--- config.mk ---
export PLATFORM = sky130hd
export DESIGN_NAME = lc3_fetch_initiator
export DESIGN_NICKNAME = d
export VERILOG_FILES = /design/src/rtl/lc3_fetch_pkg.sv /design/src/rtl/lc3_fetch_pfq.sv /design/src/rtl/lc3_fetch_initiator.sv
export SDC_FILE = /design/constraint.sdc
export NUM_CORES = 1
export LEC_CHECK = 0
export BUFFER_PORTS_ARGS = -buffer_cell sky130_fd_sc_hd__buf_2
export CORE_MARGIN = 1
export CORE_UTILIZATION = 30
export DETAILED_ROUTE_END_ITERATION = 8
export SLEW_MARGIN = 15
export SYNTH_ARGS = -nofsm -noshare
export SYNTH_HDL_FRONTEND = slang
export SYNTH_SLANG_ARGS = --single-unit
export TNS_END_PERCENT = 30
--- constraint.sdc ---
create_clock -name clock -period 5.8 [get_ports clock]
set_input_delay 0.58 -clock clock [delete_from_list [all_inputs] [get_ports clock]]
set_output_delay 0.58 -clock clock [all_outputs]
set_load 0.005 [all_outputs]
--- src/rtl/lc3_fetch_pkg.sv ---
// Shared types and constants for the LC3 instruction-fetch initiator and its prefetch queue.
package lc3_fetch_pkg;

  typedef logic [15:0] bit_16;

  typedef enum logic [1:0] {
    IDLE  = 2'd0,
    REQ   = 2'd1,
    FLUSH = 2'd2
  } fetch_state_t;

  typedef struct packed {
    bit_16 instr;
    bit_16 pc;
  } pfq_entry_t;

  localparam bit_16 LC3_PC_RESET = 16'h3000;

endpackage

--- src/rtl/lc3_fetch_pfq.sv ---
// Show-ahead prefetch queue: a shift register whose slot 0 is always the head,
// so the head, valid flag and count are all plain registers.
module lc3_fetch_pfq
  import lc3_fetch_pkg::*;
#(
  parameter int DEPTH = 2
) (
  input  logic                   clock,
  input  logic                   reset,
  input  logic                   flush,
  input  logic                   push,
  input  pfq_entry_t             push_data,
  input  logic                   pop,
  output logic                   head_valid,
  output pfq_entry_t             head,
  output logic [$clog2(DEPTH):0] count
);

  localparam int CNT_W = $clog2(DEPTH) + 1;
  localparam logic [CNT_W-1:0] DEPTH_CNT = CNT_W'(DEPTH);

  pfq_entry_t       entries_reg  [DEPTH];
  pfq_entry_t       entries_next [DEPTH];
  logic [CNT_W-1:0] count_reg;
  logic [CNT_W-1:0] count_next;
  logic [CNT_W-1:0] wr_idx;
  logic             valid_reg;
  logic             pop_ok;
  logic             push_ok;

  // A push lands just behind the last surviving entry after this cycle's pop.
  assign pop_ok     = pop && valid_reg;
  assign wr_idx     = count_reg - CNT_W'(pop_ok);
  assign push_ok    = push && (wr_idx < DEPTH_CNT);
  assign count_next = flush ? '0 : count_reg + CNT_W'(push_ok) - CNT_W'(pop_ok);

  for (genvar gi = 0; gi < DEPTH; gi++) begin : g_slot
    pfq_entry_t shift_src;
    if (gi < DEPTH - 1) begin : g_mid
      assign shift_src = entries_reg[gi+1];
    end else begin : g_top
      assign shift_src = entries_reg[gi];
    end
    assign entries_next[gi] = flush                              ? entries_reg[gi] :
                              (push_ok && wr_idx == CNT_W'(gi)) ? push_data       :
                              pop_ok                             ? shift_src       :
                                                                   entries_reg[gi];
  end

  always_ff @(posedge clock or negedge reset) begin
    if (!reset) begin
      entries_reg <= '{default: '0};
      count_reg   <= '0;
      valid_reg   <= 1'b0;
    end else begin
      entries_reg <= entries_next;
      count_reg   <= count_next;
      valid_reg   <= (count_next != '0);
    end
  end

  assign head_valid = valid_reg;
  assign head       = entries_reg[0];
  assign count      = count_reg;

endmodule

--- src/rtl/lc3_fetch_initiator.sv ---
// LC3 instruction-fetch master: one outstanding inst_mem read, prefetch queue, redirect/flush.
// Optional fetch watchdog enabled by defining LC3_FETCH_TIMEOUT_EN.
module lc3_fetch_initiator
  import lc3_fetch_pkg::*;
#(
  parameter bit_16 PC_RESET       = LC3_PC_RESET,
  parameter int    PFQ_DEPTH      = 2,
  parameter int    TIMEOUT_CYCLES = 64
) (
  input  logic                       clock,
  input  logic                       reset,
  input  logic                       fetch_en,
  output logic [15:0]                PC,
  output logic                       instrmem_rd,
  input  logic [15:0]                instr_dout,
  input  logic                       complete_instr,
  output logic                       instr_valid,
  output logic [15:0]                instr,
  output logic [15:0]                instr_pc,
  input  logic                       instr_ready,
  input  logic                       redirect,
  input  logic [15:0]                redirect_pc,
  output logic                       fetch_err,
  output logic [$clog2(PFQ_DEPTH):0] pfq_count
);

  localparam int CNT_W = $clog2(PFQ_DEPTH) + 1;
  localparam logic [CNT_W-1:0] DEPTH_CNT = CNT_W'(PFQ_DEPTH);

  fetch_state_t state_reg;
  bit_16        fetch_pc_reg;
  bit_16        pc_reg;
  logic         rd_reg;
  logic         timeout_hit;
  logic         push;
  pfq_entry_t   push_data;
  pfq_entry_t   head;

  assign push      = (state_reg == REQ) && complete_instr && !redirect;
  assign push_data = '{instr: instr_dout, pc: pc_reg};

  always_ff @(posedge clock or negedge reset) begin
    if (!reset) begin
      state_reg    <= IDLE;
      fetch_pc_reg <= PC_RESET;
      pc_reg       <= '0;
      rd_reg       <= 1'b0;
    end else begin
      if (redirect) fetch_pc_reg <= redirect_pc;
      case (state_reg)
        IDLE: begin
          if (fetch_en && !redirect && pfq_count < DEPTH_CNT) begin
            pc_reg    <= fetch_pc_reg;
            rd_reg    <= 1'b1;
            state_reg <= REQ;
          end
        end
        REQ: begin
          if (complete_instr) begin
            rd_reg    <= 1'b0;
            state_reg <= IDLE;
            if (!redirect) fetch_pc_reg <= pc_reg + 16'd1;
          end else if (timeout_hit) begin
            rd_reg    <= 1'b0;
            state_reg <= IDLE;
          end else if (redirect) begin
            // The read cannot be aborted; wait for it and throw the data away.
            state_reg <= FLUSH;
          end
        end
        FLUSH: begin
          if (complete_instr || timeout_hit) begin
            rd_reg    <= 1'b0;
            state_reg <= IDLE;
          end
        end
        default: begin
          rd_reg    <= 1'b0;
          state_reg <= IDLE;
        end
      endcase
    end
  end

`ifdef LC3_FETCH_TIMEOUT_EN
  localparam int WD_W = $clog2(TIMEOUT_CYCLES + 1);

  logic [WD_W-1:0] wd_reg;
  logic            fetch_err_reg;

  // Fires on the edge that ends the TIMEOUT_CYCLES-th cycle of the request.
  assign timeout_hit = rd_reg && !complete_instr && (wd_reg == WD_W'(TIMEOUT_CYCLES - 1));

  always_ff @(posedge clock or negedge reset) begin
    if (!reset) begin
      wd_reg        <= '0;
      fetch_err_reg <= 1'b0;
    end else begin
      wd_reg        <= (rd_reg && !complete_instr && !timeout_hit) ? wd_reg + WD_W'(1) : '0;
      fetch_err_reg <= fetch_err_reg | timeout_hit;
    end
  end

  assign fetch_err = fetch_err_reg;
`else
  assign timeout_hit = 1'b0;
  // Without the watchdog the limit has no effect; this folds to a constant 0.
  assign fetch_err   = (TIMEOUT_CYCLES < 0);
`endif

  lc3_fetch_pfq #(
    .DEPTH(PFQ_DEPTH)
  ) u_pfq (
    .clock     (clock),
    .reset     (reset),
    .flush     (redirect),
    .push      (push),
    .push_data (push_data),
    .pop       (instr_valid && instr_ready),
    .head_valid(instr_valid),
    .head      (head),
    .count     (pfq_count)
  );

  assign PC          = pc_reg;
  assign instrmem_rd = rd_reg;
  assign instr       = head.instr;
  assign instr_pc    = head.pc;

endmodule

Word level (Yosys, flattened, before mapping). Cells that the tools add are included.

Output and inout port bits: 53. Register bits: 102. Word-level logic and storage cells: 59. Input bits: 38.

Bitwise operators: 1. Equality and inequality tests: 7. Reduce and logical (&&, ||, !) cells: 20. Mux-type cells: 15. $lt $le $gt $ge: 2. Add/sub/neg operators: 4.

Operators by type and width (count): two-way mux 16 bit (4); two-way mux 32 bit (2); adder 16 x 1 -> 16 bit, second input constant (1); two-way mux 2 bit (5); logical AND 1 bit (9); AND reduction 2 bit (4); case mux 2 bit (3 select lines) (1); == test 2 x 1 -> 1 bit, second input constant (2); logical NOT 2 bit (2); < comparator 2 bit, second input constant (2); != test 2 bit, second input constant (2); nonzero test 2 bit (2); subtractor 2 x 1 -> 2 bit (2); != test 3 bit, second input constant (1); AND reduction 3 bit (1); adder 2 x 1 -> 2 bit (1); == test 2 bit, second input constant (1); two-way mux 1 bit (2); != test 2 x 1 -> 1 bit, second input constant (1); case mux 1 bit (2 select lines) (1); OR reduction 2 bit (1); logical NOT 1 bit (1); inverter 1 bit (1).

Logic depth before layout (Yosys ltp).
Depth after elaboration: 9. Gate-level depth with buffers: 10. Depth with buffers taken out: 9.

Modules after synthesis. A second synthesis with hierarchy kept.

Cell total of the unflattened synthesis: 472. Area, all modules: 5064.9 um^2.

Modules (own cells, without submodules): lc3_fetch_pfq (times used 1, seq. area each 1676.6 um^2, area an instance 3224.3 um^2, cells each 293); lc3_fetch_initiator (times used 1, seq. area each 878.3 um^2, area an instance 1840.5 um^2, cells each 179).

Least setup slack after synthesis. OpenSTA, ideal clock, no wires.

Path kind: input-to-reg. Start: input port instr_ready. End: register u_pfq.entries_reg, in the netlist u_pfq.head[9]. Buffers on the path: 2. Required time: 5.674 ns. Stages: 8. Arrival: 2.028 ns. Library setup time: 0.126 ns. Slack: 3.646 ns. Path through: and2_1 -> ha_1 -> inv_1 -> or4_1 -> buf_2 -> buf_2 -> nor2_1 -> a21oi_1.

Cells in the longest elaborated chain, start to end: 8. Elaborated cells between the ends (all ways): 10. Those cells by class: 1 x add/sub; 1 x order compare; 1 x mux; 7 x reduce/logical.

RTL lines: start, declared (line lc3_fetch_initiator.sv:20) `input logic instr_ready,`; logical AND 1 bit * (line lc3_fetch_initiator.sv:119) `.pop (instr_valid && instr_ready),`; logical AND 1 bit * (line lc3_fetch_pfq.sv:32) `assign pop_ok = pop && valid_reg;`; subtractor 2 x 1 -> 2 bit (line lc3_fetch_pfq.sv:33) `assign wr_idx = count_reg - CNT_W'(pop_ok);`; < comparator 2 bit (line lc3_fetch_pfq.sv:34) `assign push_ok = push && (wr_idx < DEPTH_CNT);`; logical AND 1 bit (line lc3_fetch_pfq.sv:34); logical AND 1 bit (line lc3_fetch_pfq.sv:45) `(push_ok && wr_idx == CNT_W'(gi)) ? push_data :`; nonzero test 2 bit (no source line); AND reduction 2 bit (no source line); end signal, assigned (line lc3_fetch_pfq.sv:56) `entries_reg <= entries_next;`; end, declared (line lc3_fetch_pfq.sv:22) `pfq_entry_t entries_reg [DEPTH];`.

Every way passes the cells marked *; elsewhere a longest branch is shown, timed or not. A chain may end at the register's enable or synchronous reset.

Worst setup path after layout.
Start: register state_reg[1]. End: register u_pfq.entries_reg, in the netlist u_pfq.head[23].

Cells in the longest elaborated chain, start to end: 7. Elaborated cells between the ends (all ways): 8. Those cells by class: 1 x eq/ne; 1 x mux; 6 x reduce/logical.

RTL lines: start, declared (line lc3_fetch_initiator.sv:30) `fetch_state_t state_reg;`; start signal, assigned (line lc3_fetch_initiator.sv:44) `state_reg <= IDLE;`; start signal, assigned (line lc3_fetch_initiator.sv:55) `state_reg <= REQ;`; start signal, assigned (line lc3_fetch_initiator.sv:61) `state_reg <= IDLE;`; == test 2 x 1 -> 1 bit * (line lc3_fetch_initiator.sv:39) `assign push = (state_reg == REQ) && complete_instr && !redirect;`; logical AND 1 bit * (2 in series) (line lc3_fetch_initiator.sv:39); logical AND 1 bit * (line lc3_fetch_pfq.sv:34); logical AND 1 bit * (line lc3_fetch_pfq.sv:45); nonzero test 2 bit (no source line); AND reduction 2 bit (no source line).

Marked as above.

==> summary.md <==
### Timing
* 351 MHz — Fmax achieved
* 0 — number of failing hold endpoints at the final stage
* 49.1% — fraction of the cycle the final worst path needs
* 0.00603 ns — worst clock skew
* 2.85 ns — fin crit period
* 27.0% — Max-slew headroom
* 0 ns — Setup Total Neg Slack
* 0 — final slew viol count
* 1.09 ns — transition at the pin with the smallest max-transition slack
* no — setup repair after global routing missed its margin
* 0 — count of endpoints failing setup in the final report

### CTS
* 0 — Post-CTS Resized
* 2 — largest buffer count on any clock path
* 9 — Num CTS Buffers
* 0.35 ns — clock latency on the worst-skew pair
* 0 — post-CTS setup buffer count
* built — TritonCTS clock tree
* 102 — clock net sink count
* sky130_fd_sc_hd__clkbuf_16 — Clock Root Buffer
* 3 — H-tree levels
* 0.06 ns — Reg clk slew, reported paths
* 0 — hold bufs inserted after CTS

### Drt
* 11.0 mm — final wirelength
* 4 — iteration count of the initial detailed-routing pass
* 0 — count of unresolved DRC violations after routing
* 182 — number of design-rule violations left by the first detailed-router iteration
* 0 — antenna violation net count after detailed routing
* 4.65 — via-per-instance ratio
* 15.7 microns — wire per inst
* 3,257 — routed via count

### Power
* 31.9% — part of the total power dissipated in combinational logic
* 2.78 nW — reported leakage power
* 157 uV — worst IR drop on VDD
* 1.84 mW — internal power
* 21.6% — clock network power share
* 499 nW/um^2 — power density normalized to cell area
* 2.78 mW — Power, Total
* 33.7% — Sw Share
* 0.939 mW — net load switching power
* 46.5% — Flop pwr share

### Yosys
* 102 — synthesis-stage register bit count
* 51.5% — sequential element share of the synthesized area
* 100% — share of synthesized flip-flops with an asynchronous set or reset
* 0 — Syn. warnings
* 11.3 sq um — Mean Syn Cell Area
* 4960 sq um — summed instance area of the synthesized netlist
* 437 — synthesized instance count
* 483 — syn_nets
* sky130_fd_sc_hd__dfrtp_1 — dominant register cell in the synthesized netlist
* 46 — Unique masters post-synth
* 0 — number of synthesized flops with an enable pin

### Global route
* 17.5 mm — wire length of the first global-routing pass
* 0 — total global routing overflow
* 74 — largest net degree at the start of global routing
* 3,248 — vias in the first global route
* 0 — number of antenna violations at the first check in global routing
* 13.6% — GRT Resource Usage Total

### Setup path
* state_reg[1] — Critical R2R Launch
* 3.02 ns — data arrival time at the worst-slack endpoint
* state_reg[1] — first element of the critical path
* flop to flop — category of the most critical setup path
* 6 — logic depth of the worst register-to-register path
* u_pfq.head[23] — critical register-to-register path endpoint
* flop — crit end category
* 64 — maximum fanout along the worst path
* 2.95 ns — Reg2Reg Setup Slack
* 5.97 ns — Worst EP required
* flop — startpoint type of the worst setup path

### Placement
* 5280 sq um — area post-placement
* 7.57 mm — final HPWL from detailed placement
* 684 — number of placed instances, taps included
* 89 — quantity of I/O buffers inserted on ports
* 0.745 — gpl congestion

### Floorplanning
* 131 microns — Chip Width
* 17,000 sq um — die area
* 16,000 sq um — core area
* 91 — number of top-level pins
* 31.0% — starting utilization of the core area
* 46 — floorplan row count
* 131 microns — vertical extent of the die

### Layout
* 0 — number of antenna repair diodes
* 525 — count of nets after finishing
* 700 — post-layout instance count excluding filler cells
* 5580 sq um — Layout Cell Area excl Fill
* 32.9% — fraction of final layout cells sized beyond drive strength 1
* 12.5% — layout-stage area growth over the synthesis result
* 2550 sq um — register area
* 1,638 — filler cell count
* 1970 sq um — area of the multi-input gates

### Status
* complete, no violations — outcome

### Worst hold path
* primary input to asynchronous set/reset pin — worst min-delay path category

### Flow run
* 0 — total of max-cap violations

## kinds of logic after synthesis
group	count (synthesis)	synth area share (%)
flops	102	51.5
simple gates	92	9.31
mux	85	18.4
compound gates	72	8.13
buf+inv	67	8.78
xor+xnor	10	1.77
fa+ha+maj	8	2.02
other cells	1	0.0756
## Yosys cell counts, types with 2 or more instances
master	instances	area share, %
sky130_fd_sc_hd__mux2i_1	36	7.3
sky130_fd_sc_hd__ha_1	8	2.0
sky130_fd_sc_hd__or4_1	2	0.30
sky130_fd_sc_hd__mux2_2	48	11
sky130_fd_sc_hd__clkbuf_1	3	0.23
sky130_fd_sc_hd__a21oi_1	43	4.3
sky130_fd_sc_hd__nand4_1	3	0.38
sky130_fd_sc_hd__a211oi_1	4	0.61
sky130_fd_sc_hd__xnor2_1	6	1.1
sky130_fd_sc_hd__buf_6	3	0.68
sky130_fd_sc_hd__nor4_1	2	0.25
sky130_fd_sc_hd__nand2_1	13	0.98
sky130_fd_sc_hd__dfstp_2	2	1.1
sky130_fd_sc_hd__and4_1	3	0.53
sky130_fd_sc_hd__dfrtp_1	100	50
sky130_fd_sc_hd__xor2_1	4	0.71
sky130_fd_sc_hd__buf_4	38	5.8
sky130_fd_sc_hd__o31a_1	3	0.53
sky130_fd_sc_hd__o21ai_0	13	1.3
sky130_fd_sc_hd__nor3_1	2	0.20
sky130_fd_sc_hd__inv_1	7	0.53
sky130_fd_sc_hd__a21o_1	2	0.30
sky130_fd_sc_hd__nand2b_1	2	0.25
sky130_fd_sc_hd__buf_2	14	1.4
sky130_fd_sc_hd__nor2_1	40	3.0
sky130_fd_sc_hd__and3_1	5	0.63
sky130_fd_sc_hd__and2_1	3	0.38
sky130_fd_sc_hd__nor2b_1	3	0.38
sky130_fd_sc_hd__nand3_1	8	0.81
## worst max-delay path, stage by stage (launching register included)
cell and delay [ns]:
sky130_fd_sc_hd__dfrtp_1 0.39, sky130_fd_sc_hd__inv_1 0.12, sky130_fd_sc_hd__ha_1 0.23, sky130_fd_sc_hd__nand2_1 0.35
sky130_fd_sc_hd__or4_2 1.26, sky130_fd_sc_hd__nor2_1 0.23, sky130_fd_sc_hd__a21oi_1 0.07
## cell usage in the layout (no fill, tap or decap), types with 2 or more instances in the layout
| cell type | n |
|---|---|
| sky130_fd_sc_hd__buf_4 | 3 |
| sky130_fd_sc_hd__clkinvlp_4 | 2 |
| sky130_fd_sc_hd__clkbuf_1 | 3 |
| sky130_fd_sc_hd__clkbuf_16 | 9 |
| sky130_fd_sc_hd__and4_1 | 3 |
| sky130_fd_sc_hd__a211oi_1 | 4 |
| sky130_fd_sc_hd__nand2_1 | 13 |
| sky130_fd_sc_hd__nor2b_1 | 3 |
| sky130_fd_sc_hd__xor2_1 | 4 |
| sky130_fd_sc_hd__dfstp_2 | 2 |
| sky130_fd_sc_hd__o21ai_0 | 13 |
| sky130_fd_sc_hd__inv_1 | 7 |
| sky130_fd_sc_hd__xnor2_1 | 6 |
| sky130_fd_sc_hd__nand3_1 | 8 |
| sky130_fd_sc_hd__nor2_1 | 40 |
| sky130_fd_sc_hd__buf_2 | 88 |
| sky130_fd_sc_hd__nor4_1 | 2 |
| sky130_fd_sc_hd__nand2b_1 | 2 |
| sky130_fd_sc_hd__dfrtp_1 | 100 |
| sky130_fd_sc_hd__a21o_1 | 2 |
| sky130_fd_sc_hd__and2_1 | 3 |
| sky130_fd_sc_hd__mux2_2 | 48 |
| sky130_fd_sc_hd__mux2i_1 | 36 |
| sky130_fd_sc_hd__nor3_1 | 2 |
| sky130_fd_sc_hd__a21oi_1 | 43 |
| sky130_fd_sc_hd__and3_1 | 5 |
| sky130_fd_sc_hd__nand4_1 | 3 |
| sky130_fd_sc_hd__o31a_1 | 3 |
| sky130_fd_sc_hd__ha_1 | 8 |
## metal layers
metal / GRT usage, % / wire (microns) / part of all wire [%] / vias to the layer above
met2: 22.1 / 5280 / 48 / 85
met4: 5.54 / 170 / 1.5 / 0
met5: 0 / 0 / 0 / -
li1: - / - / - / 1563
met3: 2.89 / 588 / 5.4 / 15
met1: 17.7 / 4950 / 45 / 1594
## power groups by stage
stage          registers, mW  logic (mW)  clock network (mW)
2_1_floorplan           1.20       0.783                   0
3_3_place_gp            1.28       0.874                   0
3_5_place_dp            1.31       0.908                   0
4_1_cts                 1.30       0.909               0.622
5_1_grt                 1.34        1.01               0.644
6_report                1.29       0.888               0.600
## metrics by stage
stage | setup WS [ns] | hold WS, ns | util (%)
floorplan | 3.65 | 0.284 | -
global placement | 2.85 | 0.466 | 33.0
detailed placement | 2.84 | 0.482 | 33.0
CTS | 2.94 | 0.149 | 34.9
global route | 2.66 | 0.175 | 34.9
finish | 2.95 | 0.149 | 34.9
## worst max path at each step
| stage | cells past startpoint | end | slack, ns |
|---|---|---|---|
| 2_1_floorplan | 8 | u_pfq.head[9] | 3.65 |
| 3_3_place_gp | 7 | u_pfq.head[8] | 2.85 |
| 3_5_place_dp | 7 | u_pfq.head[10] | 2.84 |
| 4_1_cts | 6 | u_pfq.head[10] | 2.94 |
| 5_1_grt | 6 | u_pfq.head[25] | 2.66 |
| 6_report | 6 | u_pfq.head[23] | 2.95 |
## final cells by class
type	instances	area share [%]
clock buffer	13	4.49
clock inverter	3	0.807
inverter	7	0.471
multi-input combinational	268	35.3
sequential	102	45.8
tap	216	4.84
timing repair buffer	91	8.30
Power figures use the tool's default switching activity.
